<file path="src/rtl/pipe_pkg.sv">
// -----------------------------------------------------------------------------
// pipe_pkg
// Shared definitions for the RV32IM pipeline stage registers.
//   - Payload widths for every inter-stage register (IF/ID, ID/EX, EX/MEM, MEM/WB)
//   - Bit offsets used to pack/unpack the ID/EX data and control payloads
//   - Packed control-bundle structs per stage
//   - Occupancy state encoding used by pipe_stage_reg
//   - id_ex_data_pack(): builds a 133-bit ID/EX data payload from its fields
// -----------------------------------------------------------------------------
package pipe_pkg;

    // Payload widths per stage boundary
    localparam int IF_ID_DATA_W  = 64;   // PC, INSTR
    localparam int IF_ID_CTRL_W  = 1;    // PRED_TAKEN
    localparam int ID_EX_DATA_W  = 133;  // PC, D1, D2, SIGN, ADD
    localparam int ID_EX_CTRL_W  = 17;   // OP1, OP2, ALU, BS, MW, MR, W_REG, REG_EN
    localparam int EX_MEM_DATA_W = 101;  // PC, ALU_RES, D2, ADD
    localparam int EX_MEM_CTRL_W = 8;    // MW, MR, W_REG, REG_EN
    localparam int MEM_WB_DATA_W = 101;  // PC, ALU_RES, MEM_RD, ADD
    localparam int MEM_WB_CTRL_W = 3;    // W_REG, REG_EN

    // ID/EX data payload field offsets (LSB position)
    localparam int ID_EX_ADD_LSB  = 0;   // 5 bits, destination register
    localparam int ID_EX_SIGN_LSB = 5;   // 32 bits, sign-extended immediate
    localparam int ID_EX_D2_LSB   = 37;  // 32 bits, rs2 value
    localparam int ID_EX_D1_LSB   = 69;  // 32 bits, rs1 value
    localparam int ID_EX_PC_LSB   = 101; // 32 bits, program counter

    // ID/EX control payload field offsets (LSB position)
    localparam int ID_EX_REG_EN_LSB = 0;  // 1 bit
    localparam int ID_EX_W_REG_LSB  = 1;  // 2 bits, writeback source select
    localparam int ID_EX_MR_LSB     = 3;  // 3 bits, load type
    localparam int ID_EX_MW_LSB     = 6;  // 2 bits, store size
    localparam int ID_EX_BS_LSB     = 8;  // 3 bits, branch select
    localparam int ID_EX_ALU_LSB    = 11; // 4 bits, ALU op
    localparam int ID_EX_OP2_LSB    = 15; // 1 bit, operand-2 select
    localparam int ID_EX_OP1_LSB    = 16; // 1 bit, operand-1 select

    typedef struct packed {
        logic       pred_taken;
    } if_id_ctrl_t;

    typedef struct packed {
        logic       op1;
        logic       op2;
        logic [3:0] alu;
        logic [2:0] bs;
        logic [1:0] mw;
        logic [2:0] mr;
        logic [1:0] w_reg;
        logic       reg_en;
    } id_ex_ctrl_t;

    typedef struct packed {
        logic [1:0] mw;
        logic [2:0] mr;
        logic [1:0] w_reg;
        logic       reg_en;
    } ex_mem_ctrl_t;

    typedef struct packed {
        logic [1:0] w_reg;
        logic       reg_en;
    } mem_wb_ctrl_t;

    // Occupancy of a stage register; 2'b10 is unused and recovers to EMPTY
    typedef enum logic [1:0] {
        ST_EMPTY = 2'b00,
        ST_ONE   = 2'b01,
        ST_FULL  = 2'b11
    } stage_state_e;

    function automatic logic [ID_EX_DATA_W-1:0] id_ex_data_pack(
        input logic [31:0] pc,
        input logic [31:0] d1,
        input logic [31:0] d2,
        input logic [31:0] sign,
        input logic [4:0]  add
    );
        logic [ID_EX_DATA_W-1:0] v;
        v = {ID_EX_DATA_W{1'b0}};
        v[ID_EX_PC_LSB   +: 32] = pc;
        v[ID_EX_D1_LSB   +: 32] = d1;
        v[ID_EX_D2_LSB   +: 32] = d2;
        v[ID_EX_SIGN_LSB +: 32] = sign;
        v[ID_EX_ADD_LSB  +: 5]  = add;
        return v;
    endfunction

endpackage

</file>
<file path="src/rtl/pipe_stage_reg.sv">
// -----------------------------------------------------------------------------
// pipe_stage_reg
// Generic pipeline stage register with valid/ready flow control, flush and an
// optional skid slot. Payloads are opaque; packing happens at the instance.
//
// Build option: define PIPE_STAGE_SKID_EN to add the skid slot S. With it,
// IN_READY depends only on registered state (no path from OUT_READY). Without
// it, IN_READY = RESET_N & (!M_V | OUT_READY) and the stage holds one entry.
//
// Ports:
//   CLK        clock, all state on rising edge
//   RESET_N    synchronous active-low reset (overrides FLUSH and handshakes)
//   FLUSH      drop every held entry at the next edge
//   IN_VALID / IN_READY / IN_DATA / IN_CTRL      upstream handshake + payload
//   OUT_VALID / OUT_READY / OUT_DATA / OUT_CTRL  downstream handshake + payload
//                                                (OUT_CTRL is zero on bubbles)
//   OCC        number of held entries
// -----------------------------------------------------------------------------
module pipe_stage_reg
    import pipe_pkg::*;
#(
    parameter int DATA_W = ID_EX_DATA_W,
    parameter int CTRL_W = ID_EX_CTRL_W
) (
    input  logic              CLK,
    input  logic              RESET_N,
    input  logic              FLUSH,
    input  logic              IN_VALID,
    output logic              IN_READY,
    input  logic [DATA_W-1:0] IN_DATA,
    input  logic [CTRL_W-1:0] IN_CTRL,
    output logic              OUT_VALID,
    input  logic              OUT_READY,
    output logic [DATA_W-1:0] OUT_DATA,
    output logic [CTRL_W-1:0] OUT_CTRL,
    output logic [1:0]        OCC
);

    stage_state_e      state_q, state_d;
    logic [DATA_W-1:0] m_data_q, m_data_d;
    logic [CTRL_W-1:0] m_ctrl_q, m_ctrl_d;
`ifdef PIPE_STAGE_SKID_EN
    logic [DATA_W-1:0] s_data_q, s_data_d;
    logic [CTRL_W-1:0] s_ctrl_q, s_ctrl_d;
    logic              s_v_s;
`endif
    logic              m_v_s;
    logic              accept_s;
    logic              release_s;

    assign m_v_s = (state_q != ST_EMPTY);
`ifdef PIPE_STAGE_SKID_EN
    assign s_v_s = (state_q == ST_FULL);
    // Ready comes from the skid flag only, breaking the ready chain
    assign IN_READY = RESET_N & ~s_v_s;
    assign OCC      = {1'b0, m_v_s} + {1'b0, s_v_s};
`else
    assign IN_READY = RESET_N & (~m_v_s | OUT_READY);
    assign OCC      = {1'b0, m_v_s};
`endif

    assign accept_s  = IN_VALID & IN_READY;
    assign release_s = m_v_s & OUT_READY;

    assign OUT_VALID = m_v_s;
    assign OUT_DATA  = m_data_q;
    // m_ctrl_q is kept at zero whenever M is empty, so bubbles are inert
    assign OUT_CTRL  = m_ctrl_q;

    // Next-state and slot update logic
    always_comb begin
        state_d  = state_q;
        m_data_d = m_data_q;
        m_ctrl_d = m_ctrl_q;
`ifdef PIPE_STAGE_SKID_EN
        s_data_d = s_data_q;
        s_ctrl_d = s_ctrl_q;
`endif
        case (state_q)
            ST_EMPTY: begin
                if (accept_s) begin
                    state_d  = ST_ONE;
                    m_data_d = IN_DATA;
                    m_ctrl_d = IN_CTRL;
                end else begin
                    state_d  = ST_EMPTY;
                end
            end
            ST_ONE: begin
                if (accept_s && release_s) begin
                    state_d  = ST_ONE;
                    m_data_d = IN_DATA;
                    m_ctrl_d = IN_CTRL;
`ifdef PIPE_STAGE_SKID_EN
                end else if (accept_s) begin
                    state_d  = ST_FULL;
                    s_data_d = IN_DATA;
                    s_ctrl_d = IN_CTRL;
`endif
                end else if (release_s) begin
                    state_d  = ST_EMPTY;
                end else begin
                    state_d  = ST_ONE;
                end
            end
`ifdef PIPE_STAGE_SKID_EN
            ST_FULL: begin
                // IN_READY is low here, so only a release can happen
                if (release_s) begin
                    state_d  = ST_ONE;
                    m_data_d = s_data_q;
                    m_ctrl_d = s_ctrl_q;
                end else begin
                    state_d  = ST_FULL;
                end
            end
`endif
            default: begin
                state_d = ST_EMPTY;
            end
        endcase

        // Flush wins over the handshakes; data keeps its last held value
        if (FLUSH) begin
            state_d  = ST_EMPTY;
            m_data_d = m_data_q;
`ifdef PIPE_STAGE_SKID_EN
            s_data_d = s_data_q;
`endif
        end else begin
            state_d  = state_d;
        end

        // Empty slots never carry live control bits
        if (state_d == ST_EMPTY) begin
            m_ctrl_d = {CTRL_W{1'b0}};
        end else begin
            m_ctrl_d = m_ctrl_d;
        end
`ifdef PIPE_STAGE_SKID_EN
        if (state_d != ST_FULL) begin
            s_ctrl_d = {CTRL_W{1'b0}};
        end else begin
            s_ctrl_d = s_ctrl_d;
        end
`endif
    end

    // State and slot registers with synchronous active-low reset
    always_ff @(posedge CLK) begin
        if (!RESET_N) begin
            state_q  <= ST_EMPTY;
            m_data_q <= {DATA_W{1'b0}};
            m_ctrl_q <= {CTRL_W{1'b0}};
`ifdef PIPE_STAGE_SKID_EN
            s_data_q <= {DATA_W{1'b0}};
            s_ctrl_q <= {CTRL_W{1'b0}};
`endif
        end else begin
            state_q  <= state_d;
            m_data_q <= m_data_d;
            m_ctrl_q <= m_ctrl_d;
`ifdef PIPE_STAGE_SKID_EN
            s_data_q <= s_data_d;
            s_ctrl_q <= s_ctrl_d;
`endif
        end
    end

endmodule
</file>
<file path="config.mk">
export PLATFORM = sky130hd
export DESIGN_NAME = pipe_stage_reg
export DESIGN_NICKNAME = d
export VERILOG_FILES = /design/src/rtl/pipe_pkg.sv /design/src/rtl/pipe_stage_reg.sv
export SDC_FILE = /design/constraint.sdc
export NUM_CORES = 1
export LEC_CHECK = 0
export ABC_AREA = 1
export CORE_MARGIN = 5
export CORE_UTILIZATION = 43
export CTS_CLUSTER_DIAMETER = 150
export CTS_CLUSTER_SIZE = 8
export DETAILED_ROUTE_END_ITERATION = 16
export GPL_ROUTABILITY_DRIVEN = 1
export PLACE_DENSITY = 0.85
export SETUP_SLACK_MARGIN = 0.2
export SLEW_MARGIN = 20
export SYNTH_ARGS = -nofsm -noshare
export SYNTH_HDL_FRONTEND = slang
export SYNTH_SLANG_ARGS = --single-unit
export TNS_END_PERCENT = 5
</file>
<file path="constraint.sdc">
create_clock -name CLK -period 3.1 [get_ports CLK]
set_input_delay 0.62 -clock CLK [delete_from_list [all_inputs] [get_ports CLK]]
set_output_delay 0.62 -clock CLK [all_outputs]
set_load 0.01 [all_outputs]
</file>
# After elaboration in Yosys (flattened, before gate mapping)
# Cells that the tools add are included.
[op_classes]
eq_ne = 3
muxes = 11
bitwise = 7
n_reduce_logical = 8
[ops]
columns = ["operator", "n"]
rows = [
  ["two-way mux 133 bit", 2],
  ["case mux 133 bit (2 select lines)", 1],
  ["two-way mux 17 bit", 2],
  ["case mux 17 bit (2 select lines)", 1],
  ["logical NOT 2 bit", 2],
  ["inequality test 2 bit (second input constant)", 2],
  ["case mux 2 bit (2 select lines)", 1],
  ["AND reduction 4 bit", 1],
  ["nonzero test 2 bit", 2],
  ["bitwise AND 1 bit", 3],
  ["two-way mux 1 bit", 3],
  ["NOT 1 bit", 3],
  ["AND reduction 3 bit", 1],
  ["equality test 2 x 1 -> 1 bit (second input constant)", 1],
  ["two-way mux 2 bit", 1],
  ["OR reduction 2 bit", 1],
  ["logical AND 1 bit", 1],
  ["OR 1 bit", 1],
]
[word_totals]
reg_bits = 152
inputBits = 155
out_inout_bits = 154
word_cells = 32

# Logic depth before layout (Yosys ltp)
[depth]
depth_word = 11
mapped_depth = 8
mapped_depth_nobuf = 6

# Least setup slack after synthesis
# OpenSTA, ideal clock, no wires.
[synth_path]
kind = "input port to output port"
from = "input RESET_N"
to = "output IN_READY"
arrival_ns = 1.188
required_ns = 2.480
slack_ns = 1.292
path_stages = 3
n_path_buf = 2
path_cell_list = "buf_4 > a21boi_4 > buf_4"
[synth_between]
elab_chain_len = 1
[synth_rtl]
columns = ["item", "line", "text"]
rows = [
  ["start, declared", "pipe_stage_reg.sv:26", "input logic RESET_N,"],
  ["bitwise AND 1 bit", "pipe_stage_reg.sv:58", "assign IN_READY = RESET_N & (~m_v_s | OUT_READY);"],
  ["end, declared", "pipe_stage_reg.sv:29", "output logic IN_READY,"],
]
# Every way passes these cells.

# Worst setup path in the final report
[layout_path]
from = "input OUT_READY"
to = "output IN_READY"
[layout_between]
elab_chain_len = 2
[layout_rtl]
columns = ["item", "line", "text"]
rows = [
  ["start, declared", "pipe_stage_reg.sv:33", "input logic OUT_READY,"],
  ["OR 1 bit", "pipe_stage_reg.sv:58", ""],
  ["bitwise AND 1 bit", "pipe_stage_reg.sv:58", ""],
]
# Every way passes these cells.

==> results.json <==
{
  "max_cap_viol_count": 0,
  "min_path_type": "reg -> reg",
  "critPathMaxStageDelay_ns": 0.55,
  "ys_ff_latch": 151,
  "sequential_to_total_area_share_from_yosys_stat": 0.494,
  "final_core_util": 0.709,
  "worstSetupEndpointType": "output port",
  "arrival_ns": 1.84,
  "die-width_um": 129,
  "grt_setup_unrepaired": "no",
  "post_synth_most_frequent_cells": "nand2_1, nor2_1, dfxtp_1",
  "cp_max_fo": 2,
  "antenna_left": 0,
  "cts_root_buffer": "clkbuf_16",
  "hold_start": "OUT_CTRL[10]",
  "timing.slew.headroom": 0.503,
  "postSynth.asyncResetShare": 0,
  "internal-power_mw": 3.84,
  "timing.final.crit_period_ns": 2.46,
  "power_frac_clock": 0.438,
  "grt_start_max_net_pins": 151,
  "gr-total-overflow": 0,
  "initialDrtViolationCount": 308,
  "sw_frac_of_total": 0.233,
  "worstRegToRegCells": 6,
  "post-route-drc-count": 0,
  "fmax_mhz": 407,
  "postLayoutCellArea_um2": 9880,
  "layout.filler_cells": 1108,
  "cts_resized": 0,
  "power.net_switching_mw": 1.16,
  "critical_path_required_ns": 2.48,
  "netlist_instances": 928,
  "io_pins": 309,
  "fp.dieArea_um2": 16700,
  "critPathSlowestCell": "clkdlybuf4s50_1",
  "global_route_wire_length_before_repair_um": 27800,
  "ys.warnings.count": 0,
  "syn2layout_area_growth_pct": 61.4,
  "avgRoutedWirePerCell_um": 12.9,
  "seq_power_share": 0.416,
  "route.vias.total": 6117,
  "floorplan.initialDensity": 0.439,
  "worst_slew_pin_slew_ns": 0.745,
  "gpl.final_weighted_congestion": 0.800,
  "floorplan.rows": 43,
  "yosys.cell_count.top_type": "nand2_1",
  "final_min_period_over_clock_period": 0.793,
  "placeableCoreArea_um2": 13900,
  "run_status": "completed",
  "insertion_delay_ns": 0.41,
  "post_synth_top_area_cell": "dfxtp_1",
  "via_per_inst": 4.36,
  "netlist_area_um2": 6120,
  "finalHoldViolations": 0,
  "ys_top_cells_by_area": "dfxtp_1, nand2_1, nor2_1",
  "classification_of_the_worst_setup_path": "in -> out",
  "postSynthNetCount": 1083,
  "worst_ir_drop_vdd_mv": 0.375,
  "whs_endpoint": "OUT_CTRL[10]",
  "r2r_start": "state_q[0]",
  "buffer_ports.inserted": 307,
  "final_max_slew_viol_count": 0,
  "worstReg2RegEnd": "OUT_DATA[77]",
  "cellPowerDensity_nw_per_um2": 506,
  "post_cts.repair.setup_buffers": 0,
  "cellLeakagePower_nw": 4.71,
  "setup.reg_to_reg.worst_slack_ns": 1.40,
  "place.detailed.hpwl_um": 12900,
  "cts_tree": "done",
  "numCtsBuffers": 17,
  "clock_skew_ns": 0.00497,
  "synth_area_per_cell_um2": 6.59,
  "cts.htree.levels": 4,
  "crit_top_cell": "clkdlybuf4s50_1",
  "die-height_um": 129,
  "fin_nets": 1364,
  "cts_num_sinks": 151,
  "n_antenna_cell": 0,
  "grt_pass1_vias": 5848,
  "fraction_of_layout_cells_with_a_size_suffix_above_1": 0.0352,
  "worstHoldPathCells": 2,
  "synth-edff-count": 0,
  "timing.critical_path.from_type": "input pin",
  "postSynth.topFlopCell": "dfxtp_1",
  "combPwrFrac": 0.145,
  "cts_hold_repair.buffers": 0,
  "route.final.wire_length_um": 18000,
  "bufs_on_longest_clock_path": 2,
  "cts.clk_slew.worst_paths_ns": 0.06,
  "setup_violation_total_in_the_final_timing_report": 0,
  "grt_antenna_before_repair": 0,
  "placed_cell_area_um2": 9250,
  "detailedRoute.firstPassIterationCount": 5,
  "grt_util_all_layers": 0.210,
  "netlist-cell-type-count": 17,
  "fin_setup_tns_ns": 0,
  "crit_path_cell_trace": "clkdlybuf4s50_1, inv_1, a21boi_4, clkdlybuf4s50_1",
  "synth_largest_type_area_fraction": 0.494
}
cell usage in the layout (no fill, tap or decap), types with 2 or more instances in the layout:
cell type | Yosys | layout
clkinv_2 | 0 | 3
dfxtp_1 | 151 | 151
nor2_1 | 266 | 266
buf_4 | 5 | 5
clkinvlp_4 | 0 | 3
inv_1 | 136 | 136
clkinv_4 | 0 | 2
buf_12 | 0 | 2
clkdlybuf4s50_1 | 0 | 306
clkbuf_16 | 0 | 17
nand2_1 | 284 | 284
a21boi_0 | 8 | 8
nand3_1 | 17 | 17
bufinv_16 | 0 | 4
clkbuf_8 | 0 | 2
a21boi_1 | 9 | 9
critical path, delay by kind of cell:
family,cells,cell delay (ns)
buffers and inverters,3,1.08
AOI/OAI and AO/OA,1,0.14
cell type report:
class	instances	area [um^2]	area share
clock buffer	20	457	0.0462
clock inverter	12	175	0.0177
inverter	136	510	0.0517
multi-input combinational	590	2350	0.238
sequential	151	3020	0.306
tap	180	225	0.0228
timing repair buffer	313	3140	0.318
state kept, by name, indices dropped and copies added (netlist names):
register	count
OUT_DATA	133
state_q	1
OUT_CTRL	17
power groups by stage:
stage	sequential [mW]	combinational (mW)	clock, mW
floorplan	2.17	0.246	0
global placement	2.12	0.714	0
detailed placement	2.12	0.725	0
CTS	2.08	0.733	2.23
global route	2.09	0.800	2.31
finish	2.08	0.727	2.19
metal layers:
metal | GRT usage | share of wire | wire length, um | vias up
met3 | 0.0907 | 0.11 | 1970 | 49
li1 | - | - | - | 3220
met4 | 0.102 | 0.036 | 652 | 0
met5 | 0 | 0 | 0 | -
met2 | 0.372 | 0.49 | 8760 | 214
met1 | 0.212 | 0.37 | 6630 | 2634
metrics by stage:
step / instances / worst slack (ns) / power, mW / hold WS (ns)
2_1_floorplan: 928 / 1.29 / 2.41 / 0.487
3_3_place_gp: 1370 / 0.661 / 2.83 / 0.451
3_5_place_dp: 1370 / 0.638 / 2.85 / 0.457
4_1_cts: 1402 / 0.633 / 5.04 / 0.468
5_1_grt: 1402 / 0.578 / 5.20 / 0.481
6_report: 1402 / 0.643 / 5.00 / 0.468
cell families after synthesis:
family          share of synthesized area
other cells                      0.000613
flops                               0.494
compound gates                     0.0254
buf+inv                             0.124
simple gates                        0.356
worst max-delay path by stage:
stage	end	startpoint
2_1_floorplan	IN_READY	RESET_N
3_3_place_gp	IN_READY	OUT_READY
3_5_place_dp	IN_READY	OUT_READY
4_1_cts	IN_READY	OUT_READY
5_1_grt	IN_READY	OUT_READY
6_report	IN_READY	OUT_READY
No activity file was read; power rests on OpenSTA's default activity.
